===== config.mk =====
export PLATFORM = sky130hd
export DESIGN_NAME = stack_controller
export DESIGN_NICKNAME = d
export VERILOG_FILES = /design/src/rtl/stack_controller.sv
export SDC_FILE = /design/constraint.sdc
export NUM_CORES = 1
export LEC_CHECK = 0
export ABC_CLOCK_PERIOD_IN_PS = 7500
export BUFFER_PORTS_ARGS = -buffer_cell sky130_fd_sc_hd__buf_4
export CAP_MARGIN = 10
export CORE_ASPECT_RATIO = 0.5
export CORE_MARGIN = 3
export CORE_UTILIZATION = 35
export CTS_CLUSTER_SIZE = 14
export DETAILED_ROUTE_END_ITERATION = 12
export GPL_TIMING_DRIVEN = 0
export HOLD_SLACK_MARGIN = 0.05
export PLACE_DENSITY_LB_ADDON = 0.1
export SYNTH_ARGS = -nofsm -noshare
export SYNTH_HDL_FRONTEND = slang
export SYNTH_SLANG_ARGS = --single-unit
export TNS_END_PERCENT = 30

===== constraint.sdc =====
create_clock -name clk -period 7.5 [get_ports clk]
set_clock_uncertainty 0.15 [all_clocks]
set_input_delay 0.75 -clock clk [delete_from_list [all_inputs] [get_ports clk]]
set_output_delay 0.75 -clock clk [all_outputs]
set_load 0.005 [all_outputs]

===== src/rtl/stack_controller.sv =====
`default_nettype none
// ============================================================================
// Module   : stack_controller
// Purpose  : Shares one CPU hardware stack between two requesters (core = 0,
//            interrupt unit = 1). It uses round-robin arbitration and owns the
//            downward-growing stack pointer and the occupancy count. It also
//            sequences single-port data-memory strobes for PUSH and POP.
//            Overflow and underflow requests get an error response and cause
//            no memory access.
// Ports    : clk, rst            - clock, synchronous active-high reset
//            reqN_valid/pop/wdata - request from requester N (pop=1 => POP)
//            reqN_ready           - request N accepted this cycle (comb.)
//            rsp_valid/id/error/rdata - one-cycle completion pulse
//            mem_addr/we/re/wdata, mem_rdata - single-port stack memory
//                                   (read data valid the cycle after mem_re)
//            SP, depth            - stack pointer and occupied entries
//            stack_empty/full     - decoded from depth
//            stack_overflow       - sticky error flag, cleared by rst only
// Revision : 1.0 - initial release
// ============================================================================
module stack_controller #(
  parameter int unsigned DATA_W   = 16,
  parameter logic [9:0]  SP_BASE  = 10'd1023,
  parameter logic [9:0]  SP_LIMIT = 10'd0
) (
  input  logic              clk,
  input  logic              rst,
  input  logic              req0_valid,
  input  logic              req0_pop,
  input  logic [DATA_W-1:0] req0_wdata,
  output logic              req0_ready,
  input  logic              req1_valid,
  input  logic              req1_pop,
  input  logic [DATA_W-1:0] req1_wdata,
  output logic              req1_ready,
  output logic              rsp_valid,
  output logic              rsp_id,
  output logic              rsp_error,
  output logic [DATA_W-1:0] rsp_rdata,
  output logic [9:0]        mem_addr,
  output logic              mem_we,
  output logic              mem_re,
  output logic [DATA_W-1:0] mem_wdata,
  input  logic [DATA_W-1:0] mem_rdata,
  output logic [9:0]        SP,
  output logic [10:0]       depth,
  output logic              stack_empty,
  output logic              stack_full,
  output logic              stack_overflow
);

  localparam logic [10:0] CAPACITY = {1'b0, SP_BASE} - {1'b0, SP_LIMIT} + 11'd1;

  typedef enum logic [2:0] {
    IDLE  = 3'd0,
    WRITE = 3'd1,
    READ  = 3'd2,
    RWAIT = 3'd3,
    RESP  = 3'd4
  } state_t;

  state_t              state_q, state_d;
  logic [9:0]          sp_q, sp_d;
  logic [10:0]         depth_q, depth_d;
  logic                last_grant_q, last_grant_d;
  logic                id_q, id_d;
  logic                overflow_q, overflow_d;
  logic                rsp_valid_q, rsp_valid_d;
  logic                rsp_id_q, rsp_id_d;
  logic                rsp_error_q, rsp_error_d;
  logic [DATA_W-1:0]   rsp_rdata_q, rsp_rdata_d;
  logic                mem_we_q, mem_we_d;
  logic                mem_re_q, mem_re_d;
  logic [9:0]          mem_addr_q, mem_addr_d;
  logic [DATA_W-1:0]   mem_wdata_q, mem_wdata_d;

  logic                grant;
  logic                accept;
  logic                acc_pop;
  logic [DATA_W-1:0]   acc_wdata;
  logic                empty;
  logic                full;

  assign empty = (depth_q == 11'd0);
  assign full  = (depth_q == CAPACITY);

  // Round-robin: a contested cycle goes to whoever did not win last time.
  always_comb begin
    grant = 1'b0;
    if (req0_valid && req1_valid) begin
      grant = ~last_grant_q;
    end else if (req1_valid) begin
      grant = 1'b1;
    end
  end

  assign req0_ready = !rst && (state_q == IDLE) && req0_valid && !grant;
  assign req1_ready = !rst && (state_q == IDLE) && req1_valid &&  grant;
  assign accept     = req0_ready | req1_ready;
  assign acc_pop    = grant ? req1_pop   : req0_pop;
  assign acc_wdata  = grant ? req1_wdata : req0_wdata;

  // All outputs are registered. Each *_d holds the value for the state
  // being entered, so strobes and responses line up with that state's cycle.
  always_comb begin
    state_d      = state_q;
    sp_d         = sp_q;
    depth_d      = depth_q;
    last_grant_d = last_grant_q;
    id_d         = id_q;
    overflow_d   = overflow_q;
    rsp_valid_d  = 1'b0;
    rsp_id_d     = 1'b0;
    rsp_error_d  = 1'b0;
    rsp_rdata_d  = '0;
    mem_we_d     = 1'b0;
    mem_re_d     = 1'b0;
    mem_wdata_d  = '0;

    unique case (state_q)
      IDLE: begin
        if (accept) begin
          last_grant_d = grant;
          id_d         = grant;
          if (acc_pop ? empty : full) begin
            state_d     = RESP;
            rsp_valid_d = 1'b1;
            rsp_id_d    = grant;
            rsp_error_d = 1'b1;
            overflow_d  = 1'b1;
          end else if (acc_pop) begin
            state_d  = READ;
            mem_re_d = 1'b1;
          end else begin
            state_d     = WRITE;
            mem_we_d    = 1'b1;
            mem_wdata_d = acc_wdata;
          end
        end
      end
      WRITE: begin
        sp_d        = sp_q - 10'd1;
        depth_d     = depth_q + 11'd1;
        state_d     = RESP;
        rsp_valid_d = 1'b1;
        rsp_id_d    = id_q;
      end
      READ: begin
        sp_d    = sp_q + 10'd1;
        depth_d = depth_q - 11'd1;
        state_d = RWAIT;
      end
      RWAIT: begin
        state_d     = RESP;
        rsp_valid_d = 1'b1;
        rsp_id_d    = id_q;
        rsp_rdata_d = mem_rdata;
      end
      RESP: begin
        state_d = IDLE;
      end
      default: begin
        state_d = IDLE;
      end
    endcase

    // A pop reads one above the current SP. Otherwise the address follows SP.
    mem_addr_d = mem_re_d ? (sp_q + 10'd1) : sp_d;
  end

  always_ff @(posedge clk) begin
    if (rst) begin
      state_q      <= IDLE;
      sp_q         <= SP_BASE;
      depth_q      <= 11'd0;
      last_grant_q <= 1'b1;
      id_q         <= 1'b0;
      overflow_q   <= 1'b0;
      rsp_valid_q  <= 1'b0;
      rsp_id_q     <= 1'b0;
      rsp_error_q  <= 1'b0;
      rsp_rdata_q  <= '0;
      mem_we_q     <= 1'b0;
      mem_re_q     <= 1'b0;
      mem_addr_q   <= SP_BASE;
      mem_wdata_q  <= '0;
    end else begin
      state_q      <= state_d;
      sp_q         <= sp_d;
      depth_q      <= depth_d;
      last_grant_q <= last_grant_d;
      id_q         <= id_d;
      overflow_q   <= overflow_d;
      rsp_valid_q  <= rsp_valid_d;
      rsp_id_q     <= rsp_id_d;
      rsp_error_q  <= rsp_error_d;
      rsp_rdata_q  <= rsp_rdata_d;
      mem_we_q     <= mem_we_d;
      mem_re_q     <= mem_re_d;
      mem_addr_q   <= mem_addr_d;
      mem_wdata_q  <= mem_wdata_d;
    end
  end

  assign rsp_valid      = rsp_valid_q;
  assign rsp_id         = rsp_id_q;
  assign rsp_error      = rsp_error_q;
  assign rsp_rdata      = rsp_rdata_q;
  assign mem_we         = mem_we_q;
  assign mem_re         = mem_re_q;
  assign mem_addr       = mem_addr_q;
  assign mem_wdata      = mem_wdata_q;
  assign SP             = sp_q;
  assign depth          = depth_q;
  assign stack_empty    = empty;
  assign stack_full     = full;
  assign stack_overflow = overflow_q;

endmodule
`default_nettype wire


# After elaboration in Yosys (flattened, before gate mapping)
# Index checks and enable logic that the tools add are counted.
# W data, S select, Z words.
# word_totals
elab_cells	69
input_bits	54
register_bits	74
# classes
n_reduce_logical	18
addsub	4
bitwise_logic	5
n_mux	23
eq_ne	5
# ops
operator	n
$pmux W11 S2	1
$pmux W10 S2	1
$mux W16	1
$mux W1	13
$add A11 B1 Y11 const B	1
$eq A11 B11 Y1 const B	1
$logic_not A11 Y1	1
$sub A11 B1 Y11 const B	1
$add A10 B1 Y10 const B	1
$mux W10	1
$sub A10 B1 Y10 const B	1
$pmux W3 S3	1
$eq A3 B2 Y1 const B	2
$logic_and A1 B1 Y1	6
$mux W3	2
$reduce_or A2 Y1	3
$reduce_or A5 Y1	1
$not A1 Y1	4
$pmux W1 S2	2
$reduce_or A4 Y1	1
$eq A3 B1 Y1 const B	1
$logic_not A3 Y1	1
$reduce_and A3 Y1	1
$logic_not A1 Y1	2
other kinds (5)	5

# Logic depth before layout (Yosys ltp)
# Gate-level depths: netlist of the first run.
# logic_depth
word_depth	8
ltp_mapped	12
ltp_nobuf	9

# Least setup slack after synthesis of the first run
# No wires, ideal clock.
# synth_timing
path_type	reg-to-reg
start	register state_q[1]
end	register depth_q[10] (netlist: depth[10])
t_required_ps	7229
slack_ps	4468
path_stages_with_launch	13
path_buffers	3
synth_period_minus_slack_ps	3032
arrival_time_ps	2761
path_cell_list	dfxtp_1 > buf_2 > or3b_1 > buf_2 > inv_2 > ha_1 > clkbuf_1 > o211ai_1 > a21oi_1 > a211oi_1 > o21ai_0 > a21oi_1 > mux2_2
# synth_via
elab_chain_len	2
# synth_rtl
element	line	source
start: declaration	62	state_t state_q, state_d;
start signal: assignment	188	state_q <= state_d;
$eq A3 B2 Y1 / $eq A3 B1 Y1 (equally long branches)	120	unique case (state_q)
$pmux W11 S2 / $reduce_bool A2 Y1 (equally long branches)	--	
end signal: assignment	190	depth_q <= depth_d;
end: declaration	64	logic [10:0] depth_q, depth_d;
# Parallel ways exist; a longest one is shown, timed or not.
# A chain may end at the register's enable or synchronous reset.

# Final worst setup path of the first run
# Same ends and word-level chain as after synthesis.

==> run_results.csv, run 1 <==
group,metric,value,unit
synthesis,synth-main-ff-cell,"dfxtp_1",
critical_path,critPathMaxFanout,12,
clocking,cts_setup_buffers,0,
power,p_leak,0.00220,uW
final_layout,nFillCells,875,
timing,drv_slew,0,
timing,period_minus_slack,3570,ps
synthesis,synth_area_leader_cell,"dfxtp_1",
synthesis,ys_seq_elements,74,
timing,rsz0062_at_grt,"false",
min_path,hold_path.class,"reg -> reg",
critical_path,startpoint_type,"register",
routing,wl_per_cell,13.9,um
place,port_buffers,126,
synthesis,netlist.area_leader.share,0.438,
synthesis,syn_avg_cell_area,8.59,um2
synthesis,synth_edf_count,0,
power,peakVddDrop,0.134,mV
routing,wirelength,9.28,mm
critical_path,crit_chain,"buf_2 > or3b_1 > buf_2 > inv_2 > ha_1 > clkbuf_1 > o211ai_1 > a21oi_1 > a211oi_1 > o21ai_0 > a21oi_1 > mux2_2",
critical_path,cp-startpoint,"state_q[1]",
synthesis,yosysMostFrequentCell,"nand2_1",
timing,timing.slew.headroom,0.584,
timing,hold_violations,0,
floorplan,die_h,75.5,um
clocking,worstSkewPairLatency,330,ps
timing,fin_setup_tns,0,ps
clocking,cts.path.max_buffers,2,
critical_path,max_stage_delay,460,ps
synthesis,syn_inst,394,
critical_path,rrSetupSlack,3930,ps
clocking,cts-resized-gates,0,
floorplan,rows,24,
place,dp_hpwl,6.97,mm
timing,setup_violations,0,
global_route,grt_pass1_vias,2978,
critical_path,crit_required,7570,ps
final_layout,antenna_cells,0,
synthesis,synth_cell_types,61,
timing,fin_crit_sh,0.477,
routing,drtIter0Drc,124,
clocking,cts_sinks,74,
global_route,antenna_found_initial,0,
timing,fmax,280,MHz
floorplan,core_area,9040,um2
floorplan,ios,127,
critical_path,crit_family,"compound AO/OA/AOI/OAI gates",
place,gp_congestion,0.796,
final_layout,fin_nets,597,
routing,dr.pass1.iters,4,
critical_path,cp_num_buf_inv,4,
run_status,status,"finished clean",
global_route,grt_pass1_wl,15.1,mm
timing,worst_slew_pin_slew,624,ps
routing,vias_per_cell,4.70,
final_layout,synthToLayoutAreaGrowth,41.9,%
critical_path,path_depth,12,
final_layout,drive_gt1_frac,0.315,
clocking,hold_buffers,0,
synthesis,seq_area_frac_synth,0.438,
power,p_per_area,335,nW/um2
routing,drc,0,
synthesis,synth.area.top_cells,"dfxtp_1, nand2_1, a21oi_1",
clocking,htreeDepth,3,
run,drv_cap,0,
floorplan,die_w,145,um
critical_path,slowest_stage,"a211oi_1",
critical_path,crit_end,"depth[10]",
critical_path,rr_endpoint,"depth[10]",
global_route,grt_max_degree,16,
critical_path,worstPathArrival,3640,ps
critical_path,end_kind,"register",
synthesis,yosys_warnings,0,
global_route,overflow,0,
clocking,clk_pin_slew,60,ps
critical_path,worstSetupPathType,"reg -> reg",
clocking,cts-buffers-inserted,9,
final_layout,post-route-util,0.531,
critical_path,worstReg2RegStart,"state_q[1]",
routing,dr_total_vias,3133,
clocking,cts_tree,"yes",
floorplan,dieArea,11000,um2
synthesis,async_reset_ff_frac,0,
synthesis,synth_fp_nets,460,
floorplan,initial_core_util,0.374,
synthesis,synthTopCellsByCount,"nand2_1, dfxtp_1, a21oi_1, nor2_1, and2_1",
synthesis,syn_area,3380,um2
global_route,grt_usage,0.173,
critical_path,worst-r2r-cell-count,12,
routing,ant_nets,0,
clocking,cts_root_buf,"clkbuf_16",
cell usage in the layout, fill, tap and decap left out, types with 5 or more instances in the layout:
cell and count:
and2_1 17, inv_1 10, xnor2_1 14, o21ai_0 11
ha_1 11, xor2_1 6, nand3_1 9, a21oi_1 37
nand2b_1 5, buf_2 5, and3_1 6, buf_4 126
nor2_1 21, clkbuf_1 12, clkbuf_16 9, nand2_1 77
dfxtp_1 74
stage by stage:
stage / area (um2) / worst slack [ps] / hold slack, ps / total power [uW] / cells
3_3_place_gp: 4490 / 3960 / 302 / 1170 / 650
5_1_grt: 4800 / 3690 / 350 / 1730 / 666
4_1_cts: 4800 / 3950 / 325 / 1630 / 666
2_1_floorplan: 3380 / 4470 / 295 / 940 / 394
6_report: 4800 / 3930 / 318 / 1610 / 666
3_5_place_dp: 4490 / 3970 / 310 / 1170 / 650
flip-flops by register name (all words and copies together) (netlist names):
signal and count:
SP 10, depth 11, id_q 1, last_grant_q 1
mem_addr 10, mem_re 1, mem_wdata 16, mem_we 1
rsp_error 1, rsp_id 1, rsp_rdata 16, rsp_valid 1
stack_overflow 1, state_q 3
layout make-up:
type | instances | area (um2) | share of cell area
plain buffers | 21 | 100 | 0.0208
repair buffers | 126 | 946 | 0.197
flip-flops and latches | 74 | 1480 | 0.308
inverters | 12 | 47.5 | 0.00990
clock inverters | 7 | 83.8 | 0.0175
multi-input cells | 287 | 1760 | 0.366
well taps | 130 | 163 | 0.0339
clock buffers | 9 | 225 | 0.0469
worst min path at each step:
stage,slack [ps],start,endpoint,cells past startpoint
2_1_floorplan,300,id_q,rsp_id,2
3_3_place_gp,300,stack_overflow,stack_overflow,1
3_5_place_dp,310,stack_overflow,stack_overflow,1
4_1_cts,330,stack_overflow,stack_overflow,1
5_1_grt,350,stack_overflow,stack_overflow,1
6_report,320,stack_overflow,stack_overflow,1
worst reg2reg max path, delay by kind of cell (launching register included):
kind,cells,cell delay [ps]
AO/OA/AOI/OAI,5,1030
adder cells (fa/ha/maj),1,280
multiplexers,1,340
flip-flops,1,380
AND/OR/NAND/NOR,1,400
buffers and inverters,4,870
layer usage:
metal | GRT usage | vias up | wire, um
met5 | 0 | - | 0
met4 | 0.0431 | 0 | 70
met3 | 0.0559 | 8 | 550
met2 | 0.277 | 87 | 3940
met1 | 0.231 | 1420 | 4710
li1 | - | 1618 | -
report_power, final:
part | leakage, uW | switching [uW] | total, uW | internal, uW
sequential | 0.000601 | 53.3 | 523 | 469
combinational | 0.00145 | 333 | 642 | 310
clock | 0.000149 | 181 | 445 | 264
cell families after synthesis:
logic type      count (synthesis)  share of synthesized area
compound gates                 82                      0.149
xor+xnor                       20                     0.0518
fa+ha+maj                      12                     0.0466
buf+inv                        33                     0.0436
flops                          74                      0.438
mux                             7                     0.0229
simple gates                  166                      0.248
Power figures use the tool's default switching activity.
==> inputs of run 2 (changes only) <==
Settings changed: ABC_CLOCK_PERIOD_IN_PS 7500 to 3300.
Clock period 7.5 ns to 3.3 ns, I/O delays scaled along.
==> run_results.csv, run 2 (same netlist as run 1, synthesis figures left out) <==
group,metric,value,unit
run_status,status,"finished clean",
clocking,cts_tree,"yes",
run,drv_cap,0,
critical_path,startpoint_type,"register",
floorplan,dieArea,11000,um2
final_layout,drive_gt1_frac,0.315,
floorplan,rows,24,
global_route,grt_usage,0.177,
place,port_buffers,126,
routing,drtIter0Drc,119,
clocking,clk_pin_slew,60,ps
global_route,use_met2,0.284,
routing,drc,0,
power,p_total,3680,uW
timing,worst_slew_pin_slew,613,ps
routing,dr.pass1.iters,4,
timing,fmax,323,MHz
global_route,grt_pass1_wl,15.5,mm
power,p_leak,0.00226,uW
floorplan,ios,127,
critical_path,critPathMaxFanout,12,
timing,rsz0062_at_grt,"false",
clocking,cts-buffers-inserted,9,
timing,period_minus_slack,3100,ps
routing,wl_per_cell,14.0,um
timing,timing.slew.headroom,0.592,
global_route,grt.busiest_layer,"met2",
critical_path,worstPathArrival,3170,ps
global_route,grt_util_met1,0.237,
clocking,cts_root_buf,"clkbuf_16",
critical_path,crit_required,3370,ps
final_layout,synthToLayoutAreaGrowth,46.5,%
global_route,overflow,0,
place,place_inst,650,
place,gp_congestion,0.796,
routing,ant_nets,0,
critical_path,worstSetupPathType,"reg -> reg",
final_layout,post-route-util,0.549,
timing,hold_violations,0,
final_layout,layout_common_cells,"buf_4, nand2_1, dfxtp_1",
critical_path,worstReg2RegStart,"state_q[1]",
power,p_per_area,743,nW/um2
routing,wirelength,9.50,mm
final_layout,mostFrequentLayoutCell,"buf_4",
routing,dr_total_vias,3190,
clocking,cts.path.max_buffers,2,
global_route,grt_max_degree,16,
power,peakVddDrop,0.306,mV
timing,setup_violations,0,
clocking,cts_sinks,74,
floorplan,die_w,145,um
global_route,antenna_found_initial,0,
critical_path,cp-startpoint,"state_q[1]",
floorplan,die_h,75.5,um
critical_path,end_kind,"register",
clocking,worstSkewPairLatency,330,ps
final_layout,instances_no_fill,679,
min_path,hold_start,"mem_rdata[6]",
clocking,htreeDepth,3,
timing,fin_crit_sh,0.939,
final_layout,fin_nets,610,
global_route,grt_use_met3,0.0553,
routing,vias_per_cell,4.70,
floorplan,core_area,9040,um2
final_layout,antenna_cells,0,
global_route,grt_pass1_vias,3042,
timing,hold_slack,55.5,ps
timing,drv_slew,0,
floorplan,initial_core_util,0.374,
min_path,hold_path.class,"in -> reg",
place,dp_hpwl,6.97,mm
run 2: power by group:
group	internal (uW)	switching (uW)
Sequential	1070	121
Combinational	722	765
Clock	600	410
Total	2390	1300
run 2: final timing paths:
path | endpoint | slack (ps) | depth (start not counted)
hold reg to reg | stack_overflow | 320 | 1
hold / removal | rsp_rdata[6] | 60 | 2
setup reg to reg | depth[10] | 200 | 11
setup / recovery | depth[10] | 200 | 11
run 2: per-layer routing:
layer  vias to the layer above  share of wire
met2                        93           0.42
met5                         -              0
li1                       1644              -
met1                      1445           0.51
met4                         0         0.0074
met3                         8          0.062
run 2: per-stage QoR:
step | setup TNS (ps) | setup WS [ps] | area (um2)
6_report | 0 | 201 | 4960
5_1_grt | 0 | 27.7 | 4960
4_1_cts | 0 | 101 | 4940
3_5_place_dp | -268 | -234 | 4490
3_3_place_gp | -269 | -235 | 4490
2_1_floorplan | 0 | 268 | 3380
run 2: final cells by class:
type                    count  area (um2)
clock buffers               9         225
well taps                 130         163
repair buffers            140        1080
multi-input cells         287        1770
flip-flops and latches     74        1480
clock inverters             7        83.8
fillers                   858        4080
inverters                  12        50.0
plain buffers              20         101
run 2: critical path: stages, from the launching register on:
cell      delay (ps)
dfxtp_1          380
buf_4            190
or3b_1           390
clkbuf_4         220
inv_4            160
ha_2             360
o211ai_1         120
a21oi_1           80
a211oi_2         260
o21ai_0          140
a21oi_1          190
mux2_2           340
run 2: timing repair:
action,4_1_cts,5_1_grt
endpoints found under the setup margin,2,2
gates cloned,0,0
gates resized for setup,2,5
hold buffers,13,0
pin swaps,1,1
setup buffers,1,0
endpoints found under the hold margin,13,0
==> inputs of run 3 (changes only) <==
Settings changed: ABC_CLOCK_PERIOD_IN_PS 3300 to 2600, HOLD_SLACK_MARGIN 0.05 to 0.15.
Clock period 3.3 ns to 2.6 ns, I/O delays scaled along.
==> run_results.csv, run 3 (same netlist as run 1, synthesis figures left out) <==
group,metric,value,unit
floorplan,dieArea,11000,um2
timing,hold_violations,0,
place,port_buffers,126,
routing,dr_total_vias,3445,
timing,drv_slew,0,
clocking,cts.path.max_buffers,2,
global_route,grt_pass1_vias,3318,
floorplan,core_area,9040,um2
final_layout,drive_gt1_frac,0.336,
global_route,grt_pass1_wl,16.7,mm
final_layout,final_area,5480,um2
clocking,cts_root_buf,"clkbuf_16",
routing,ant_nets,0,
critical_path,worstSetupPathType,"reg -> reg",
timing,fin_crit_sh,0.995,
power,p_per_area,870,nW/um2
global_route,grt_usage,0.189,
place,gp_congestion,0.815,
critical_path,cp_num_buf_inv,0,
place,placed_area,4560,um2
critical_path,crit_required,2670,ps
critical_path,crit_family,"simple AND/OR/NAND/NOR gates",
power,combPwrFrac,0.436,
timing,fmax,387,MHz
floorplan,initial_core_util,0.374,
clocking,worstSkewPairLatency,330,ps
power,switchingPower,1710,uW
timing,period_minus_slack,2590,ps
power,switching_share,0.358,
final_layout,mostFrequentLayoutCell,"buf_4",
timing,timing.slew.headroom,0.610,
run_status,status,"finished clean",
power,power_frac_seq,0.321,
critical_path,startpoint_type,"register",
global_route,grt_use_met3,0.0487,
clocking,cts_sinks,74,
floorplan,die_h,75.5,um
routing,wl_per_cell,14.4,um
global_route,antenna_found_initial,0,
final_layout,antenna_cells,0,
global_route,overflow,0,
global_route,grt.busiest_layer,"met2",
floorplan,ios,127,
timing,rsz0062_at_grt,"true",
final_layout,post-route-util,0.606,
power,intPower,3060,uW
final_layout,synthToLayoutAreaGrowth,61.8,%
final_layout,multiInputGateArea,1880,um2
global_route,grt_max_degree,15,
global_route,use_met2,0.313,
routing,drtIter0Drc,191,
critical_path,worstPathArrival,2650,ps
clocking,htreeDepth,3,
routing,dr.pass1.iters,6,
power,peakVddDrop,0.509,mV
run,drv_cap,0,
power,p_leak,0.00248,uW
final_layout,fin_nets,654,
routing,drc,0,
clocking,cts-buffers-inserted,9,
critical_path,crit_chain,"or3b_4 > fa_2 > nand2b_4 > a21oi_4 > a211oi_4 > o31a_1 > a21oi_2 > mux2_4",
timing,setup_violations,0,
critical_path,slowest_stage,"or3b_4",
routing,wirelength,10.4,mm
final_layout,nFillCells,768,
timing,fin_setup_tns,0,ps
floorplan,rows,24,
timing,worst_slew_pin_slew,585,ps
final_layout,seq_area,1490,um2
clocking,cts_tree,"yes",
critical_path,critPathMaxFanout,5,
final_layout,layout_common_cells,"buf_4, nand2_1, dfxtp_1",
critical_path,end_kind,"register",
floorplan,die_w,145,um
clocking,clk_pin_slew,60,ps
min_path,hold_path.class,"in -> reg",
critical_path,max_stage_delay,480,ps
power,clockPowerShare,0.242,
place,dp_hpwl,7.03,mm
global_route,grt_util_met1,0.257,
routing,vias_per_cell,4.76,
==> run 3: final timing paths <==
kind,from,endpoint,slack [ps],depth (start not counted)
worst min register to register,stack_overflow,stack_overflow,320,1
worst max-delay path,state_q[2],depth[10],10,8
worst max register to register,state_q[2],depth[10],10,8
worst min-delay path,req1_pop,state_q[1],250,5
==> run 3: through the flow <==
stage | cells | power [uW] | hold slack, ps | setup WS [ps]
floorplan | 394 | 2760 | 232 | -77.2
global placement | 650 | 3440 | 301 | -332
detailed placement | 650 | 3450 | 312 | -343
CTS | 721 | 4750 | 298 | -41.8
global route | 723 | 5120 | 299 | -65.5
finish | 723 | 4770 | 248 | 13.7
==> run 3: final cells by class <==
class / instances / share of cell area
Clock buffer: 9 / 0.0411
Timing Repair inverter: 1 / 0.00114
Clock inverter: 7 / 0.0101
Inverter: 12 / 0.0101
Multi-Input combinational cell: 287 / 0.343
Sequential cell: 74 / 0.272
Timing Repair Buffer: 187 / 0.279
Tap cell: 130 / 0.0297
Buffer: 16 / 0.0139
==> run 3: per-layer routing <==
metal / share of wire / wire [um] / vias up
met5: 0 / 0 / -
met4: 0.0047 / 49 / 0
met3: 0.051 / 533 / 6
met2: 0.44 / 4600 / 93
met1: 0.50 / 5220 / 1608
li1: - / - / 1738
==> run 3: timing repair <==
action	in CTS	in global routing
hold buffers	49	0
endpoints found under the setup margin	4	11
cloned	1	0
endpoints found under the hold margin	33	0
buffers inserted	8	4
pin swaps	10	9
gates resized for setup	15	8
==> run 3: power groups by stage <==
stage / Clock (uW) / Combinational (uW) / Sequential (uW)
after floorplan: 0 / 1240 / 1530
final: 1160 / 2080 / 1530
after detailed placement: 0 / 1920 / 1530
after global placement: 0 / 1910 / 1530
after global routing: 1240 / 2310 / 1560
after CTS: 1190 / 2020 / 1550
==> run 3: tightest hold or removal path, stage by stage <==
cell,delay [ps]
buf_4,80
mux2i_2,90
nor2_1,100
a21oi_1,70
nor2_1,80
